[src/rtl/sram_march_bist.sv]
// March C- BIST engine that drives a single-port SRAM with one-cycle read latency and records the first failure.
// Defining SRAM_BIST_FAIL_COUNT_EN adds a saturating 16-bit fail_count output.
module sram_march_bist #(
    parameter int ADDR_WIDTH  = 12,
    parameter int DATA_WIDTH  = 8,
    parameter int WMASK_WIDTH = 1
) (
    input  logic                   clk,
    input  logic                   rst,
    input  logic                   start,
    output logic                   busy,
    output logic                   done,
    output logic                   fail,
    output logic [ADDR_WIDTH-1:0]  fail_addr,
    output logic [DATA_WIDTH-1:0]  fail_data,
    output logic [2:0]             fail_element,
`ifdef SRAM_BIST_FAIL_COUNT_EN
    output logic [15:0]            fail_count,
`endif
    output logic                   sram_we,
    output logic [WMASK_WIDTH-1:0] sram_wmask,
    output logic [ADDR_WIDTH-1:0]  sram_addr,
    output logic [DATA_WIDTH-1:0]  sram_din,
    input  logic [DATA_WIDTH-1:0]  sram_dout
);

    typedef enum logic [1:0] {IDLE, RUN, DRAIN, DONE} state_t;

    localparam logic [ADDR_WIDTH-1:0] ADDR_MAX = {ADDR_WIDTH{1'b1}};

    state_t                 state_q;
    logic [2:0]             elem_q;
    logic [ADDR_WIDTH-1:0]  addr_q;
    logic                   op_q;
    logic                   end_q;
    logic                   busy_q;
    logic                   done_q;
    logic                   fail_q;
    logic [ADDR_WIDTH-1:0]  fail_addr_q;
    logic [DATA_WIDTH-1:0]  fail_data_q;
    logic [2:0]             fail_elem_q;
    logic                   sram_we_q;
    logic [WMASK_WIDTH-1:0] sram_wmask_q;
    logic [ADDR_WIDTH-1:0]  sram_addr_q;
    logic [DATA_WIDTH-1:0]  sram_din_q;
    logic                   rd0_q;
    logic [DATA_WIDTH-1:0]  exp0_q;
    logic [2:0]             elem0_q;
    logic                   pend_q;
    logic [DATA_WIDTH-1:0]  pend_exp_q;
    logic [2:0]             pend_elem_q;
    logic [ADDR_WIDTH-1:0]  pend_addr_q;
`ifdef SRAM_BIST_FAIL_COUNT_EN
    logic [15:0]            fail_count_q;
`endif

    logic                   is_read;
    logic                   write_one;
    logic                   read_one;
    logic                   last_op;
    logic                   descending;
    logic                   last_addr;
    logic                   final_op;
    logic                   accept;
    logic                   issue;
    logic                   mismatch;
    logic [2:0]             elem_d;
    logic [ADDR_WIDTH-1:0]  addr_d;
    logic                   op_d;

    // Decode the op pointed to by (elem_q, addr_q, op_q) and compute the pointer to the following op.
    always_comb begin
        is_read    = (elem_q == 3'd5) || ((elem_q != 3'd0) && !op_q);
        write_one  = (elem_q == 3'd1) || (elem_q == 3'd3);
        read_one   = (elem_q == 3'd2) || (elem_q == 3'd4);
        last_op    = (elem_q == 3'd0) || (elem_q == 3'd5) || op_q;
        descending = (elem_q == 3'd3) || (elem_q == 3'd4);
        last_addr  = descending ? (addr_q == '0) : (addr_q == ADDR_MAX);
        final_op   = last_op && last_addr && (elem_q == 3'd5);
        accept     = ((state_q == IDLE) || (state_q == DONE)) && start;
        issue      = accept || ((state_q == RUN) && !end_q);
        mismatch   = pend_q && (sram_dout != pend_exp_q);

        elem_d = elem_q;
        addr_d = addr_q;
        op_d   = op_q;
        if (!last_op) begin
            op_d = 1'b1;
        end else begin
            op_d = 1'b0;
            if (final_op) begin
                elem_d = 3'd0;
                addr_d = '0;
            end else if (last_addr) begin
                elem_d = elem_q + 3'd1;
                // Elements 3 and 4 walk downwards, so entering them starts from the top address.
                addr_d = ((elem_q == 3'd2) || (elem_q == 3'd3)) ? ADDR_MAX : '0;
            end else begin
                addr_d = descending ? (addr_q - ADDR_WIDTH'(1)) : (addr_q + ADDR_WIDTH'(1));
            end
        end
    end

    always_ff @(posedge clk or posedge rst) begin
        if (rst) begin
            state_q      <= IDLE;
            elem_q       <= 3'd0;
            addr_q       <= '0;
            op_q         <= 1'b0;
            end_q        <= 1'b0;
            busy_q       <= 1'b0;
            done_q       <= 1'b0;
            fail_q       <= 1'b0;
            fail_addr_q  <= '0;
            fail_data_q  <= '0;
            fail_elem_q  <= 3'd0;
            sram_we_q    <= 1'b0;
            sram_wmask_q <= '0;
            sram_addr_q  <= '0;
            sram_din_q   <= '0;
            rd0_q        <= 1'b0;
            exp0_q       <= '0;
            elem0_q      <= 3'd0;
            pend_q       <= 1'b0;
            pend_exp_q   <= '0;
            pend_elem_q  <= 3'd0;
            pend_addr_q  <= '0;
`ifdef SRAM_BIST_FAIL_COUNT_EN
            fail_count_q <= 16'd0;
`endif
        end else begin
            // The SRAM performs the read one edge after the op is driven; dout is checked one edge later.
            pend_q      <= rd0_q;
            pend_exp_q  <= exp0_q;
            pend_elem_q <= elem0_q;
            pend_addr_q <= sram_addr_q;

            if (mismatch) begin
                fail_q <= 1'b1;
                if (!fail_q) begin
                    fail_addr_q <= pend_addr_q;
                    fail_data_q <= sram_dout;
                    fail_elem_q <= pend_elem_q;
                end
`ifdef SRAM_BIST_FAIL_COUNT_EN
                if (fail_count_q != 16'hFFFF) begin
                    fail_count_q <= fail_count_q + 16'd1;
                end
`endif
            end

            sram_we_q    <= 1'b0;
            sram_wmask_q <= '0;
            sram_addr_q  <= '0;
            sram_din_q   <= '0;
            rd0_q        <= 1'b0;

            if (issue) begin
                sram_we_q    <= !is_read;
                sram_wmask_q <= is_read ? '0 : {WMASK_WIDTH{1'b1}};
                sram_addr_q  <= addr_q;
                sram_din_q   <= is_read ? '0 : {DATA_WIDTH{write_one}};
                rd0_q        <= is_read;
                exp0_q       <= {DATA_WIDTH{read_one}};
                elem0_q      <= elem_q;
                elem_q       <= elem_d;
                addr_q       <= addr_d;
                op_q         <= op_d;
                end_q        <= final_op;
            end

            case (state_q)
                IDLE, DONE: begin
                    if (start) begin
                        state_q     <= RUN;
                        busy_q      <= 1'b1;
                        done_q      <= 1'b0;
                        fail_q      <= 1'b0;
                        fail_addr_q <= '0;
                        fail_data_q <= '0;
                        fail_elem_q <= 3'd0;
`ifdef SRAM_BIST_FAIL_COUNT_EN
                        fail_count_q <= 16'd0;
`endif
                    end
                end
                RUN: begin
                    if (end_q) begin
                        state_q <= DRAIN;
                        end_q   <= 1'b0;
                    end
                end
                DRAIN: begin
                    state_q <= DONE;
                    busy_q  <= 1'b0;
                    done_q  <= 1'b1;
                end
                default: state_q <= IDLE;
            endcase
        end
    end

    assign busy         = busy_q;
    assign done         = done_q;
    assign fail         = fail_q;
    assign fail_addr    = fail_addr_q;
    assign fail_data    = fail_data_q;
    assign fail_element = fail_elem_q;
    assign sram_we      = sram_we_q;
    assign sram_wmask   = sram_wmask_q;
    assign sram_addr    = sram_addr_q;
    assign sram_din     = sram_din_q;
`ifdef SRAM_BIST_FAIL_COUNT_EN
    assign fail_count   = fail_count_q;
`endif

endmodule

[config.mk]
export PLATFORM = sky130hd
export DESIGN_NAME = sram_march_bist
export DESIGN_NICKNAME = d
export VERILOG_FILES = /design/src/rtl/sram_march_bist.sv
export SDC_FILE = /design/constraint.sdc
export NUM_CORES = 1
export LEC_CHECK = 0
export ABC_AREA = 1
export BUFFER_PORTS_ARGS = -buffer_cell sky130_fd_sc_hd__buf_4
export CAP_MARGIN = 20
export CORE_MARGIN = 8
export CORE_UTILIZATION = 29
export DETAILED_ROUTE_END_ITERATION = 8
export MAX_ROUTING_LAYER = met4
export SYNTH_ARGS = -nofsm -noshare
export SYNTH_HDL_FRONTEND = slang
export SYNTH_SLANG_ARGS = --single-unit
[constraint.sdc]
create_clock -name clk -period 2.85 [get_ports clk]
set_input_delay 0.57 -clock clk [delete_from_list [all_inputs] [get_ports clk]]
set_output_delay 0.57 -clock clk [all_outputs]
set_load 0.05 [all_outputs]
# [Yosys cells after proc, flatten, opt, wreduce, memory -nomap -nowiden]
# Cells that the tools add are included.
[word_totals] out_inout_bits=48 regBits=89 inputBits=11
[op_classes] reduce_logical=29 n_eq_ne=12 mux=40 n_addsub=3
[op_table] operator="$mux 12" count=9
[op_table] operator="$mux 8" count=6
[op_table] operator="$mux 3" count=6
[op_table] operator="$mux 1" count=14
[op_table] operator="$add 12x1->12 const B" count=1
[op_table] operator="$eq 12x12->1 const B" count=1
[op_table] operator="$logic_not 12->1" count=1
[op_table] operator="$sub 12x1->12 const B" count=1
[op_table] operator="$logic_or 1x1->1" count=9
[op_table] operator="$ne 8x8->1" count=1
[op_table] operator="$eq 3x2->1 const B" count=2
[op_table] operator="$eq 3x3->1 const B" count=2
[op_table] operator="$logic_and 1x1->1" count=6
[op_table] operator="$pmux 2 s3" count=1
[op_table] operator="$reduce_and 2->1" count=3
[op_table] operator="$eq 2x2->1 const B" count=2
[op_table] operator="$mux 2" count=2
[op_table] operator="$ne 2x2->1 const B" count=2
[op_table] operator="$pmux 1 s2" count=2
[op_table] operator="$reduce_bool 2->1" count=2
[op_table] operator="$add 3x1->3 const B" count=1
[op_table] operator="$eq 3x1->1 const B" count=1
[op_table] operator="$logic_not 1->1" count=3
[op_table] operator="$logic_not 3->1" count=1
[op_table] operator="other kinds (5)" count=5

# [Depth between registers and ports, before layout]
# Gate-level depths: netlist of run 1.
[logic_depth] word_depth=8 depth_mapped=15

# [Least setup slack after synthesis of run 1]
# OpenSTA, ideal clock, no wires.
[synth_path] path_kind="register -> register" from="reg elem_q[0]" to="reg addr_q[7]" slack_ns=0.735 n_path_buf=0 stages_incl_launch_ff=14 required_ns=2.733 setup_ns=0.117 arrival_time_ns=1.998 cell_sequence="dfrtp_1 inv_1 ha_1 nand2_1 nand2_1 ha_1 nand2_1 nand3_1 nand2_1 nand2_1 xnor2_1 nand2_1 nand2_1 nand2_1"
[synth_via] elab_chain_cells=6 elab_cells_between_ends=17
[synth_rtl] element="start: declaration" line_no="32" source="logic [2:0] elem_q;"
[synth_rtl] element="start signal: assignment" line_no="166" source="elem_q <= elem_d;"
[synth_rtl] element="$eq 3x2->1, or another cell as far along" line_no="77, 97"
[synth_rtl] element="$logic_or 1x1->1, on equally long branches" line_no="77, 76"
[synth_rtl] element="$mux 1 / $logic_or 1x1->1 (equally long branches)" line_no="78, 76"
[synth_rtl] element="$logic_and 1x1->1 (2 in a row)" line_no="79" source="final_op = last_op && last_addr && (elem_q == 3'd5);"
[synth_rtl] element="$mux 12" line_no="91" source="if (final_op) begin"
[synth_rtl] element="end signal: assignment" line_no="167" source="addr_q <= addr_d;"
[synth_rtl] element="end: declaration" line_no="33" source="logic [ADDR_WIDTH-1:0] addr_q;"
# Several ways; a longest one is shown, not always the timed one.
# A chain may end at the register's enable or synchronous reset.

# [Worst setup path after layout of run 1]
[layout_path] from="reg elem_q[0]" to="reg addr_q[6]"
# Same word-level chain as after synthesis.

==> impl_results.md, run 1 <==
* Reg area at 2027 um^2
* Vias per inst at around 4.3
* EDFF count, synth at 0
* Outcome: complete, no violations
* Final instance area at 4979 um^2
* Post-route setup slack at 0.2556 ns
* Tightest Pin Transition at approximately 0.8 ns
* Root buffer selected by CTS: clkbuf_16
* Total Nets Final at 609
* Die Width at 134.6 um
* Mean Syn Cell Area at about 8 um^2
* Logic pwr share at between 30% and 40%
* Final Setup Violations at 0
* CTS Sinks at 81
* Layout Skew at between 0.004 and 0.005 ns
* Hold Crit Class: reg2reg
* Max VDD drop at 0.0002424 V
* Die ar. at 18120 um^2
* CTS H-tree depth at 3
* Vias in the first global route at 3297
* Worst-path clk slew at 0.06 ns
* Drt pass-1 iters at 4
* Starting Density at ~30%
* Max-cap violations at 0
* Critical path's most frequent cell: nand2_1
* Cell row count at 43
* Overflow after GRT at 0
* R2R cell count at 15
* Multi-input logic area at 1653 um^2
* Drt initial violations at between 150 and 200
* Cts bufs inserted at 9
* Worst endpoint required time at 3.07 ns
* Max FO, Critical Path at 12
* Critical register-to-register path startpoint: elem_q[0]$_DFFE_PP0P_
* Power share of the clock group at 31.1%
* Register bit total from synthesis at 81
* Reg power frac at 39.0%
* CP Capture Type: flip-flop
* Switching Share at 35.68%
* I/O Buffers at between 50 and 60
* Largest family of logic cells by synthesized area: simple AND/OR/NAND/NOR gates
* Crit-path slowest cell: ha_1
* Synth top area cells: dfrtp_1, nand2_1, nor2_1
* Slew headroom at a little under half
* Pwr dens at 728.5 nW/um^2
* Crit-path cells: inv_1 -> ha_1 -> nand2_1 -> nand2_1 -> ha_1 -> nand2_1 -> nand2_1 -> inv_1 -> nand2_1 -> nand2_1 -> nand2_1 -> xnor2_1 -> nand2_1 -> nand2_1 -> nand2_1
* Synth Flop Type: dfrtp_1
* Post-DP Area at 4682 um^2
* Fmax at 385.4 MHz
* Syn_nets at 554
* CP bufs+invs at 2
* Critical path class: reg2reg
* Core area at 13830 um^2
* Synth Cell Area at about 4000 um^2
* Top-area cell type share of the netlist area at 49.68%
* Synth unique cells at 30
* Adder-Cell Fraction of Synth Area at 5.704%
* Most common cell in the netlist: nand2_1
* Layout cells sized above 1 at 15.07%
* Setup tns final at 0 ns
* Pint at around 0.0023 W
* Post-CTS Setup Inserts at 0
* Yosys top cell by area: dfrtp_1
* YS warnings at 0
* CTS Hold Bufs at 0
* Max Slew Vio Count at 0
* Commonest cells post-synth: nand2_1, nor2_1, dfrtp_1, inv_1, nand3_1
* Pre-CTS setup slack at 0.2802 ns
* Xor/xnor share of the synthesized area at approximately 1.3%
* Post-Synth Simple-Gate Area at 29.68%
* WL/cell at 11.52 um
* Residual DRC at 0
* N_diodes at 0
* Leakage power at 2.840 nW
* Largest net degree at the start of global routing at 46
* Mux cell area share after synthesis at 0%
* Ys async rst share at 100.0%
* Via count at approximately 3300
* Routed WL at 8.799 mm
* CTS tree: yes
* Clk buf depth at 2
* CP peak stage delay at about 0.49 ns
* Post_cts resized at 0
* Post-Syn Instances at 525
* Tmin final at 2.594 ns
* RSZ-0062 raised after global routing: no
* Final number of hold-violating endpoints at 0
* All-Layer GR Usage at 10.53%
* Boundary Pins at 59
* R2r endpoint: addr_q[6]$_DFFE_PP0P_
* Startpoint Class: flip-flop
* Crit-path leading delay family: simple AND/OR/NAND/NOR gates
* Sequential element share of the synthesized area at between 40% and 50%
* Initial antenna violation count at 0
* Area Overhead vs Synth at 22.02%
* First-pass GRT wire length at about 15 mm
* Part of the cycle the worst path needs at 91.03%
* Detail Placement HPWL at roughly 6.5 mm
* Hold-critical path depth at 0
* DRT antenna net count at 0
* Compound-Gate Fraction of Synth Area at around 3.8%
* Fillcell total at 1408
* Sw power at 0.001294 W
* R2r setup slk at 0.26 ns
* Routability cong. at 0.8434
* WHS Endpoint: pend_q$_DFF_PP0_
* Worst Path Arrival at 2.82 ns
* Vert. Die Dim at 134.6 um
* Worst hold start: rd0_q$_DFF_PP0_
* Clk_lat worst skew at 0.33 ns
## kinds of logic after synthesis
family,count (synthesis)
simple gates,300
buf+inv,95
flops,81
compound gates,25
fa+ha+maj,18
xor+xnor,6
## worst max path at each step
stage / from / end / slack, ns / depth (start not counted)
detailed placement: elem_q[0]$_DFFE_PP0P_ / addr_q[6]$_DFFE_PP0P_ / 0.28 / 15
global route: elem_q[0]$_DFFE_PP0P_ / addr_q[6]$_DFFE_PP0P_ / 0.006 / 15
CTS: elem_q[0]$_DFFE_PP0P_ / addr_q[6]$_DFFE_PP0P_ / 0.27 / 15
floorplan: rst / addr_q[0]$_DFFE_PP0P_ / 0.20 / 1
global placement: elem_q[0]$_DFFE_PP0P_ / addr_q[6]$_DFFE_PP0P_ / 0.33 / 15
finish: elem_q[0]$_DFFE_PP0P_ / addr_q[6]$_DFFE_PP0P_ / 0.26 / 15
## through the flow
step / instances / util (%) / power, W / hold slack, ns
global route: 764 / 36.01 / 0.003862 / 0.3702
floorplan: 525 / - / 0.002249 / 0.3312
global placement: 749 / 33.86 / 0.002519 / 0.3324
finish: 764 / 36.01 / 0.003627 / 0.3469
detailed placement: 749 / 33.86 / 0.002531 / 0.3347
CTS: 764 / 36.01 / 0.003693 / 0.3479
## layout make-up
type                    instances  area share [%]
clock buffers                  12           5.152
inverters                      78           5.906
flip-flops and latches         81           40.71
repair buffers                 61           9.701
multi-input cells             349           33.20
well taps                     180           4.524
clock inverters                 3          0.8042
## worst register-to-register path, cell delays in order (launching register included)
cell and delay (ns):
dfrtp_1 0.41, inv_1 0.10, ha_1 0.23, nand2_1 0.09, nand2_1 0.32, ha_1 0.49
nand2_1 0.10, nand2_1 0.07, inv_1 0.05, nand2_1 0.09, nand2_1 0.07, nand2_1 0.05
xnor2_1 0.21, nand2_1 0.09, nand2_1 0.06, nand2_1 0.05
## sequential cells by signal, summed over array words and instances (netlist names), 2 cells and up
register / flops
fail_element: 3
elem_q: 3
state_q: 2
fail_addr: 12
fail_data: 8
pend_addr_q: 12
pend_elem_q: 3
sram_addr: 12
addr_q: 12
elem0_q: 3
## cell usage in the layout (no fill, tap or decap), types with 4 or more instances in the layout
| cell type | instances |
|---|---|
| dfrtp_1 | 81 |
| o21ai_0 | 10 |
| nor2_1 | 89 |
| nor3_1 | 4 |
| a21oi_1 | 8 |
| nand2_2 | 4 |
| ha_1 | 17 |
| nand4_1 | 6 |
| xnor2_1 | 6 |
| nand3_1 | 23 |
| inv_1 | 73 |
| clkbuf_16 | 9 |
| buf_4 | 59 |
| nand2_1 | 170 |
## layer usage
metal  share of wire, %  GRT usage (%)  up-vias  routed length (um)
li1                   -              -     1694                   -
met1                 44          11.64     1477                3909
met2                 48          17.12       72                4194
met3                6.1          3.009       13                 534
met4                1.8          5.365        0                 161
met5                  0              -        -                   0
## power by group through the flow
stage	clock [W]	sequential, W	combinational (W)
2_1_floorplan	0	0.00156	0.000689
3_3_place_gp	0	0.00143	0.00109
3_5_place_dp	0	0.00143	0.00110
4_1_cts	0.00118	0.00141	0.00110
5_1_grt	0.00121	0.00143	0.00122
6_report	0.00113	0.00141	0.00109
(Power assumes the default switching activity.)
==> run 2, diff against run 1 <==
- clock period: 2.85 -> 2.1 ns (I/O delays scaled with it)
==> run 2 against run 1 <==
Effect of this change: sequential cell count did not move; critical path type unchanged; final cell count rose by 3.7%; sequential share of layout area fell by 2.7 points; routed wire length rose by 2.9%; sequential power rose by 35%; highest routed layer unchanged; worst hold slack got worse by 0.17 ns.
==> impl_results.md, run 2 (same netlist as run 1, synthesis figures left out) <==
* Outcome: complete, no violations
* Layout cells sized above 1 at 22.71%
* Max Slew Vio Count at 0
* Total Nets Final at 636
* Initial antenna violation count at 0
* Largest net degree at the start of global routing at 47
* All-Layer GR Usage at 10.54%
* Drt pass-1 iters at 4
* CP Capture Type: flip-flop
* R2R cell count at 11
* Crit-path slowest cell: dfrtp_1
* Cell row count at 43
* Routed WL at 9.051 mm
* Crit-path leading delay family: simple AND/OR/NAND/NOR gates
* GR Layer Usage met2 at 17.14%
* Commonest non-fill, non-tap cell in the layout: nand2_1
* Crit-path cells: ha_2 -> nand2_4 -> nand2_8 -> ha_4 -> nand2_1 -> nor2_1 -> nand3_1 -> nand4_1 -> nand3_1 -> nand2_1 -> nand2_1
* Leakage power at 2.924 nW
* R2r endpoint: addr_q[9]$_DFFE_PP0P_
* Core area at between 10000 and 15000 um^2
* Detail Placement HPWL at about 6.6 mm
* Clk buf depth at 2
* Final Setup Violations at 0
* GRT busiest layer: met2
* CTS Hold Bufs at 0
* Tightest Pin Transition at 0.6298 ns
* DRT antenna net count at 0
* Finished Core Util at 38.58%
* Overflow after GRT at 0
* Worst-path clk slew at 0.06 ns
* Clk_lat worst skew at about 0.33 ns
* Met1 Track Usage GR at between 10 and 15%
* Root buffer selected by CTS: clkbuf_16
* Boundary Pins at roughly 60
* CP peak stage delay at 0.40 ns
* CP bufs+invs at 0
* Critical register-to-register path startpoint: elem_q[0]$_DFFE_PP0P_
* Die ar. at 18120 um^2
* Worst Path Arrival at 2.24 ns
* Vert. Die Dim at 134.6 um
* Met3 GRT Util at 2.340%
* R2r setup slk at ~0.082 ns
* Critical path's most frequent cell: nand2_1
* Vias per inst at 4.285
* N_diodes at 0
* I/O Buffers at 58
* Max FO, Critical Path at 6
* Tmin final at 2.018 ns
* Routability cong. at 0.8241
* Max VDD drop at ~0.00039 V
* Crit path from: elem_q[0]$_DFFE_PP0P_
* Residual DRC at 0
* WL/cell at about 11 um
* Pwr dens at 926.9 nW/um^2
* RSZ-0062 raised after global routing: yes
* Final number of hold-violating endpoints at 0
* Startpoint Class: flip-flop
* Max-cap violations at 0
* Worst endpoint required time at 2.32 ns
* Commonest cells after routing, fill and taps aside: nand2_1, nor2_1, buf_4, dfrtp_1, inv_1
* CTS Sinks at 81
* Part of the cycle the worst path needs at 96.08%
* First-pass GRT wire length at 15.33 mm
* Starting Density at 29.51%
* Slew headroom at between 50 and 60%
* Critical path class: reg2reg
* Cts bufs inserted at 9
* CTS tree: yes
* Fillcell total at between 1000 and 1500
* Die Width at approximately 130 um
* Worst Hold Slack at 0.1750 ns
* Via count at 3394
* Hold Crit Class: in2async
* Area Overhead vs Synth at 30.76%
* Fmax at 495.6 MHz
* Drt initial violations at around 210
* Vias in the first global route at 3306
* Layout Skew at 0.004721 ns
* CTS H-tree depth at 3
==> run 2: timing repair <==
item / in CTS / in global routing
gates resized for setup: 8 / 20
setup buffers: 2 / 5
gates cloned: 1 / 0
pin swaps: 1 / 1
endpoints found under the setup margin: 7 / 8
==> run 2: worst max path at each step <==
stage,slack [ns],cells after the start,end
final,0.08,11,addr_q[9]$_DFFE_PP0P_
after global routing,-0.05,14,addr_q[7]$_DFFE_PP0P_
after CTS,0.02,15,addr_q[6]$_DFFE_PP0P_
after detailed placement,-0.13,12,addr_q[9]$_DFFE_PP0P_
after global placement,-0.06,12,addr_q[9]$_DFFE_PP0P_
after floorplan,0.06,13,addr_q[8]$_DFFE_PP0P_
==> run 2: stage by stage <==
step / power (W) / instances / TNS (ns) / worst slack, ns / area (um^2)
floorplan: 0.003074 / 525 / 0 / 0.05961 / 4111
global placement: 0.003541 / 768 / -0.1939 / -0.05783 / 4842
detailed placement: 0.003559 / 768 / -0.7284 / -0.1322 / 4842
CTS: 0.004968 / 787 / 0 / 0.01563 / 5164
global route: 0.005270 / 792 / -0.1321 / -0.05323 / 5335
finish: 0.004945 / 792 / 0 / 0.08229 / 5335
==> run 2: metal layers <==
metal / up-vias / wire length (um)
met5: - / 0
met4: 0 / 184
met3: 13 / 498
met2: 66 / 4299
met1: 1566 / 4068
li1: 1749 / -
==> run 2: layout make-up <==
cell class,instances,area (um^2),area share [%]
clock buffer,11,232.7,4.362
clock inverter,5,32.53,0.6098
inverter,78,296.5,5.558
multi-input combinational,350,1854,34.76
sequential,81,2028,38.02
tap,180,225.2,4.221
timing repair buffer,87,665.6,12.48
==> run 2: where the power goes <==
part / switching (W) / internal, W / total [W]
Combinational: 0.00108 / 0.000561 / 0.00164
Sequential: 0.000151 / 0.00176 / 0.00191
Clock: 0.000597 / 0.000796 / 0.00139
==> run 2: worst register-to-register path, stage by stage (launching register included) <==
cell,delay (ns)
dfrtp_1,0.40
ha_2,0.23
nand2_4,0.14
nand2_8,0.11
ha_4,0.31
nand2_1,0.09
nor2_1,0.15
nand3_1,0.15
nand4_1,0.14
nand3_1,0.08
nand2_1,0.06
nand2_1,0.05
